<file path="config.mk">
export PLATFORM = sky130hd
export DESIGN_NAME = fetch_unit
export DESIGN_NICKNAME = d
export VERILOG_FILES = /design/src/rtl/cpu_pkg.sv /design/src/rtl/if_id_reg.sv /design/src/rtl/fetch_unit.sv
export SDC_FILE = /design/constraint.sdc
export NUM_CORES = 1
export LEC_CHECK = 0
export CAP_MARGIN = 20
export CORE_ASPECT_RATIO = 0.6
export CORE_MARGIN = 8
export CORE_UTILIZATION = 41
export DETAILED_ROUTE_END_ITERATION = 16
export GPL_TIMING_DRIVEN = 0
export HOLD_SLACK_MARGIN = 0.05
export PLACE_DENSITY = 0.76
export SYNTH_ARGS = -nofsm -noshare
export SYNTH_HDL_FRONTEND = slang
export SYNTH_SLANG_ARGS = --single-unit
</file>
<file path="constraint.sdc">
create_clock -name clk -period 2.9 [get_ports clk]
set_clock_uncertainty 0.15 [all_clocks]
set_input_delay 0.58 -clock clk [delete_from_list [all_inputs] [get_ports clk]]
set_output_delay 0.58 -clock clk [all_outputs]
set_load 0.03 [all_outputs]
</file>
<file path="src/rtl/cpu_pkg.sv">
// Shared types and constants for the CPU front end.
// The fetch state machine and the IF/ID register both import this package.
package cpu_pkg;

    typedef enum logic [1:0] {
        BOOT = 2'd0,
        RUN  = 2'd1,
        HALT = 2'd2
    } fetch_state_t;

    localparam int              DEFAULT_ADDR_W    = 15;
    localparam int              DEFAULT_DATA_W    = 32;
    localparam logic [31:0]     DEFAULT_NOP_INSTR = 32'h0000_0013;
    localparam int              PC_STEP           = 4;

endpackage

</file>
<file path="src/rtl/if_id_reg.sv">
// IF/ID pipeline register: load, hold or flush, with a NOP placed in the
// instruction slot whenever the entry is not valid.
module if_id_reg
    import cpu_pkg::*;
#(
    parameter int                ADDR_W    = DEFAULT_ADDR_W,
    parameter int                DATA_W    = DEFAULT_DATA_W,
    parameter logic [DATA_W-1:0] NOP_INSTR = DEFAULT_NOP_INSTR
) (
    input  logic              clk,
    input  logic              rst_n,
    input  logic              load,
    input  logic              flush,
    input  logic [DATA_W-1:0] instr_in,
    input  logic [ADDR_W-1:0] pc_in,
    output logic              valid,
    output logic [DATA_W-1:0] instr,
    output logic [ADDR_W-1:0] pc
);

    // Flush wins over load; the pc field is kept on flush so only valid/instr change.
    always_ff @(posedge clk or negedge rst_n) begin
        if (!rst_n) begin
            valid <= 1'b0;
            instr <= NOP_INSTR;
            pc    <= '0;
        end else if (flush) begin
            valid <= 1'b0;
            instr <= NOP_INSTR;
        end else if (load) begin
            valid <= 1'b1;
            instr <= instr_in;
            pc    <= pc_in;
        end
    end

endmodule

</file>
<file path="src/rtl/fetch_unit.sv">
// Instruction-fetch stage: owns the PC, addresses instruction memory and feeds
// the IF/ID register, with stall, redirect, halt and misaligned-redirect fault.
module fetch_unit
    import cpu_pkg::*;
#(
    parameter int                ADDR_W    = DEFAULT_ADDR_W,
    parameter int                DATA_W    = DEFAULT_DATA_W,
    parameter logic [ADDR_W-1:0] RESET_PC  = '0,
    parameter logic [DATA_W-1:0] NOP_INSTR = DEFAULT_NOP_INSTR
) (
    input  logic              clk,
    input  logic              rst_n,
    output logic [ADDR_W-1:0] imem_addr,
    input  logic [DATA_W-1:0] imem_rdata,
    input  logic              id_ready,
    output logic              id_valid,
    output logic [DATA_W-1:0] id_instr,
    output logic [ADDR_W-1:0] id_pc,
    input  logic              redirect_valid,
    input  logic [ADDR_W-1:0] redirect_pc,
    input  logic              halt_req,
    output logic              halted,
    output logic              fetch_fault
);

    fetch_state_t      state, state_next;
    logic [ADDR_W-1:0] pc, pc_next;
    logic              load, flush, fault_set, advance;

    assign imem_addr = pc;
    assign halted    = (state == HALT);
    assign advance   = !id_valid || id_ready;

    always_ff @(posedge clk or negedge rst_n) begin
        if (!rst_n) begin
            state       <= BOOT;
            pc          <= RESET_PC;
            fetch_fault <= 1'b0;
        end else begin
            state <= state_next;
            pc    <= pc_next;
            if (fault_set)
                fetch_fault <= 1'b1;
        end
    end

    // Priority: misaligned redirect, aligned redirect, halt, advance, stall.
    always_comb begin
        state_next = state;
        pc_next    = pc;
        load       = 1'b0;
        flush      = 1'b0;
        fault_set  = 1'b0;
        case (state)
            BOOT: begin
                state_next = RUN;
            end
            RUN: begin
                if (redirect_valid && (redirect_pc[1:0] != 2'b00)) begin
                    fault_set  = 1'b1;
                    flush      = 1'b1;
                    state_next = HALT;
                end else if (redirect_valid) begin
                    pc_next = redirect_pc;
                    flush   = 1'b1;
                end else if (halt_req) begin
                    state_next = HALT;
                    flush      = advance;
                end else if (advance) begin
                    load    = 1'b1;
                    pc_next = pc + ADDR_W'(PC_STEP);
                end
            end
            HALT: begin
                // A held entry leaves once the decoder takes it; nothing new arrives.
                flush = advance;
            end
            default: begin
                state_next = BOOT;
            end
        endcase
    end

    if_id_reg #(
        .ADDR_W    (ADDR_W),
        .DATA_W    (DATA_W),
        .NOP_INSTR (NOP_INSTR)
    ) u_if_id (
        .clk      (clk),
        .rst_n    (rst_n),
        .load     (load),
        .flush    (flush),
        .instr_in (imem_rdata),
        .pc_in    (pc),
        .valid    (id_valid),
        .instr    (id_instr),
        .pc       (id_pc)
    );

endmodule

</file>
# [Word level (Yosys, flattened, before mapping)]
# Cells that the tools add are included.
# Widths: inputs -> output; s select.
[classes] n_addsub=1 multipliers=0 n_div=0 magnitude_cmp=0 eq_ne=5 n_shift=0 mux=22 n_bitwise=3 reduce_logical=10
[op_table] cell="$mux 32" n=2
[op_table] cell="$mux 15" n=3
[op_table] cell="$add 15x3->15 const B" n=1
[op_table] cell="$mux 1" n=12
[op_table] cell="$mux 2" n=3
[op_table] cell="$ne 3x3->1 const B" n=2
[op_table] cell="$pmux 2 s3" n=1
[op_table] cell="$reduce_bool 2->1" n=3
[op_table] cell="$reduce_and 4->1" n=1
[op_table] cell="$not 1->1" n=3
[op_table] cell="$reduce_and 3->1" n=1
[op_table] cell="$eq 2x1->1 const B" n=1
[op_table] cell="$eq 2x2->1 const B" n=1
[op_table] cell="$logic_not 2->1" n=1
[op_table] cell="$ne 2x2->1 const B" n=1
[op_table] cell="$pmux 1 s2" n=1
[op_table] cell="$reduce_and 2->1" n=1
[op_table] cell="$logic_and 1x1->1" n=1
[op_table] cell="$logic_not 1->1" n=1
[op_table] cell="$logic_or 1x1->1" n=1
[totals] register_bits=66 latch_bits=0 mem_bits_rw=0 rom_bits=0 in_bits=52 out_inout_bits=65 word_cells=47 memories=0

# [Longest topological paths before layout]
[depth] depth_word=9 mapped_depth=8 ltp_nobuf=6

# [Hierarchy]
# From an unflattened synthesis, not the netlist that was laid out.
[hier_totals] cells_unflattened=270 area_unflattened_um2=3186.8
[modules_own_cells] mod="if_id_reg" instances=1 cells_each=140 area_per_inst_um2=1941.9 seq_area_each_um2=1204.9
[modules_own_cells] mod="fetch_unit" instances=1 cells_each=130 area_per_inst_um2=1244.9 seq_area_each_um2=450.4

# [Least setup slack after synthesis]
# No wires, ideal clock.
[synth_path] kind="reg-to-reg" start="register state[1]" end="register u_if_id.pc[1]" setup_time_ns=0.128 arrival_ns=1.869 t_required_ns=2.622 path_slack_ns=0.754 path_stages_with_launch=8 n_path_buf=1 period_less_slack_ns=2.146 cell_sequence="dfrtp_1 inv_1 ha_1 nor3b_2 nand2_1 a21oi_1 buf_2 mux2_1"
[synth_between] elab_chain_len=4 elab_cells_between_ends=6 cone_classes="2 x eq/ne; 2 x mux; 1 x bitwise; 1 x reduce/logical"
[synth_lines] element="start: declaration" line_no="fetch_unit.sv:26" source="fetch_state_t state, state_next;"
[synth_lines] element="start signal: assignment" line_no="fetch_unit.sv:40" source="state <= state_next;"
[synth_lines] element="$eq 2x2->1 / $eq 2x1->1 (equally long branches)" line_no="fetch_unit.sv:54" source="case (state)"
[synth_lines] element="$pmux 1 s2" line_no="fetch_unit.sv:54"
[synth_lines] element="$not 1->1 (no line)"
[synth_lines] element="$reduce_and 2->1 (no line) *"
[synth_lines] element="end signal: assignment" line_no="if_id_reg.sv:33" source="pc <= pc_in;"
[synth_lines] element="end: declaration" line_no="if_id_reg.sv:18" source="output logic [ADDR_W-1:0] pc"
# Every way passes the cells marked *; elsewhere a longest branch is shown, timed or not.
# A chain may end at the register's enable or synchronous reset.

# [Worst setup path in the final report]
[layout_path] start="register state[0]" end="output halted"
[layout_between] elab_chain_len=1
[layout_lines] element="$eq 2x2->1" line_no="fetch_unit.sv:31" source="assign halted = (state == HALT);"
[layout_lines] element="end: declaration" line_no="fetch_unit.sv:22" source="output logic halted,"
# Every way passes these cells.

==> metrics.md <==
| Metric | Value |
|---|---|
| Yosys warns | 0 |
| Worst Path Class, Setup | reg2out |
| Clock sink total | 66 |
| # DRC | 0 |
| Die width | between 100 and 150 um |
| Final #Nets | about 420 |
| Number of max-cap violations | 0 |
| Count of cell types in the netlist | 47 |
| Worst hold-check path type | in2async |
| Sw Share | roughly 40% |
| Post-Route WL | about 8700 um |
| Post-route ant nets | 0 |
| Synth Instances | approximately 240 |
| Worst EP required | ~2.2 ns |
| Worst-path fanout max | 7 |
| Max Freq | 386 MHz |
| Post-synthesis mux area share | under 10% |
| Worst Tran Pin Value | ~0.8 ns |
| R2r worst-path depth | 7 |
| Sequential area share after synthesis | 56.6% |
| Crit path DAT | 1.86 ns |
| Unrepaired setup endpoints after global routing | no |
| Final hold vios | 0 |
| Layout Utilization | around two thirds |
| Area of the die | around 0.010 mm^2 |
| R2R Setup Slk | approximately 0.34 ns |
| CTS tree | yes |
| Worst setup SP type | flip-flop |
| Setup Fix Bufs, Post-CTS | 0 |
| Finished Cell Area | between 0.004 and 0.005 mm^2 |
| Status | completed |
| H-tree depth | 3 |
| Clock Tree Buf Depth | 2 |
| Flop and latch count out of synthesis | between 60 and 70 |
| Setup_tns | 0 ns |
| Latest clock arrival within the worst-skew pair | between 0.3 and 0.4 ns |
| I/O Buffers | roughly 120 |
| Cell area after synthesis | 0.00292 mm^2 |
| Dominant cell type by area after synthesis | dfrtp_1 |
| Synth Area per Inst | roughly 12 um^2 |
| Gr usage total | between 10% and 20% |
| Compound-Gate Fraction of Synth Area | a little under a fifth |
| Cell area after placement | around 0.0042 mm^2 |
| P_sw | 2.06 mW |
| Synth Area in Simple Gates | around an eighth |
| Placed cell count | 441 |
| Max Slew Vio Count | 0 |
| Initial antenna violation count | 0 |
| P_int | 3.07 mW |
| EDFF count, synth | 0 |
| P&R area growth vs syn | 53.5% |
| Adder-Cell Fraction of Synth Area | about 1.7% |
| 1st-pass router iterations | 4 |
| Seq pwr share | 30.5% |
| Setup WS pre-CTS | between 0.01 and 0.015 ns |
| Relative slew slack | 45.3% |
| Main combinational cell family by area after synthesis | compound AO/OA/AOI/OAI gates |
| Final setup margin | 0.312 ns |
| Post-synth net total | 294 |
| First-pass GRT wire length | between 10,000 and 15,000 um |
| # rows | 23 |
| Leakage | between 1.5 and 2 nW |
| RR Startpoint | state[1]$_DFFE_PN0P_ |
| Via density | approximately 5.4 |
| Finish-stage setup viols | 0 |
| Num CTS Buffers | 9 |
| Io pins | between 100 and 150 |
| Crit. End Element | primary output |
| Detailed Place HPWL | roughly 6500 um |
| Area contributors post-synth | dfrtp_1, a22o_1, mux2_4 |
| Non-Filler Instances | 457 |
| Xor/xnor share of the synthesized area | 0% |
| Clock power share | between 20% and 30% |
| Drt wl/cell | 18.9 um |
| Post-synth ARST share | 100% |
| Via count | between 2,000 and 2,500 |
| Comb pwr share | approximately half |
| Synth top area share | between 50 and 60% |
| Starting density of the core | between 40% and 50% |
| Tcrit/Tclk final | 89.3% |
| # resized after CTS | 0 |
| Clock slew at reported path FFs | 0.06 ns |
| Gr ovfl total | 0 |
| Vias in the first global route | 2,525 |
| Core area | slightly below 0.007 mm^2 |
| Hold Buf Count CTS | 0 |
| GP Congestion | slightly above 0.9 |
| Initial drt markers | 149 |
| Final min period | 2.59 ns |
| Layout cell share with drive strength beyond 1 | between 10 and 15% |
| Die Ht | 81.4 um |
| Largest net degree at the start of global routing | 67 |
| Power Density | ~1100 mW/mm^2 |
| VDD IR max | ~540 uV |
| ANT cells | 0 |
| Top_reg_cell synth | dfrtp_1 |
| CTS Root Cell | clkbuf_16 |
| R2r endpoint | u_if_id.pc[1]$_DFFE_PN0P_ |
==> kinds of logic after synthesis <==
family,Yosys count
compound gates,68
flops,66
simple gates,61
buf+inv,20
mux,19
fa+ha+maj,4
==> flip-flops by register name (all words and copies together) (netlist names) <==
| name | count |
|---|---|
| u_if_id.instr | 32 |
| imem_addr | 15 |
| u_if_id.pc | 15 |
| state | 2 |
| fetch_fault | 1 |
| u_if_id.valid | 1 |
==> cells in the final DEF (no fill, tap or decap), types with 4 or more instances in the layout <==
cell type and count:
a22o_1 31, nor2_1 10, clkbuf_1 5, clkbuf_16 9, and2_1 4, buf_2 8, ha_1 4, a22oi_1 4
mux2_2 8, nand3_1 5, nand2_1 11, dfrtp_1 63, clkdlybuf4s50_1 115, inv_1 6, o21ai_0 7, nor3_1 6
mux2_4 7, a21oi_1 7
==> synth_stat cells, types with 3 or more instances <==
cell type  count
dfrtp_1       63
a22o_1        31
nand2_1       11
nor2_1        10
buf_2          8
mux2_2         8
a21oi_1        7
mux2_4         7
o21ai_0        7
inv_1          6
nor3_1         6
nand3_1        5
a22oi_1        4
and2_1         4
clkbuf_1       4
ha_1           4
a21o_1         3
a2bb2oi_1      3
dfstp_2        3
mux2i_1        3
nand4_1        3
nor4_1         3
o32ai_1        3
==> stage by stage <==
step | power [mW] | hold slack (ns)
finish | 5.13 | 0.195
global route | 5.41 | 0.275
CTS | 5.17 | 0.240
detailed placement | 4.06 | 0.304
global placement | 4.02 | 0.298
floorplan | 3.00 | 0.134
==> routing by layer <==
metal	track usage, %	wire length (um)
met5	0	0
met4	2.65	42
met3	6.21	602
met2	25.8	3760
met1	23.3	4250
==> how the worst max path moves through the flow <==
stage	start	end	slack [ns]	cells after the start
finish	state[0]$_DFFE_PN0P_	halted	0.31	3
floorplan	state[1]$_DFFE_PN0P_	u_if_id.pc[1]$_DFFE_PN0P_	0.75	7
global placement	rst_n	u_if_id.instr[20]$_DFFE_PN0P_	-1.11	1
CTS	state[0]$_DFFE_PN0P_	halted	0.31	3
global route	state[1]$_DFFE_PN0P_	u_if_id.pc[1]$_DFFE_PN0P_	0.16	7
detailed placement	redirect_valid	u_if_id.pc[1]$_DFFE_PN0P_	0.01	6
==> final cells by class <==
type	count	area (um^2)
Tap cell	87	109
Fill cell	530	2300
Buffer	14	70.1
Clock buffer	11	243
Clock inverter	5	53.8
Sequential cell	66	1660
Multi-Input combinational cell	152	1170
Timing Repair Buffer	116	1160
Inverter	6	22.5
==> power groups by stage <==
stage,Sequential (mW),Clock [mW],Combinational (mW)
global placement,1.55,0,2.47
detailed placement,1.56,0,2.50
global route,1.62,1.14,2.65
CTS,1.56,1.09,2.51
floorplan,2.22,0,0.781
finish,1.56,1.08,2.48
==> critical path, stage by stage (launching register included) <==
cell and delay [ns]:
dfrtp_1 0.40, inv_1 0.09, ha_1 0.31, clkdlybuf4s50_1 0.75
No activity file was read; power rests on OpenSTA's default activity.
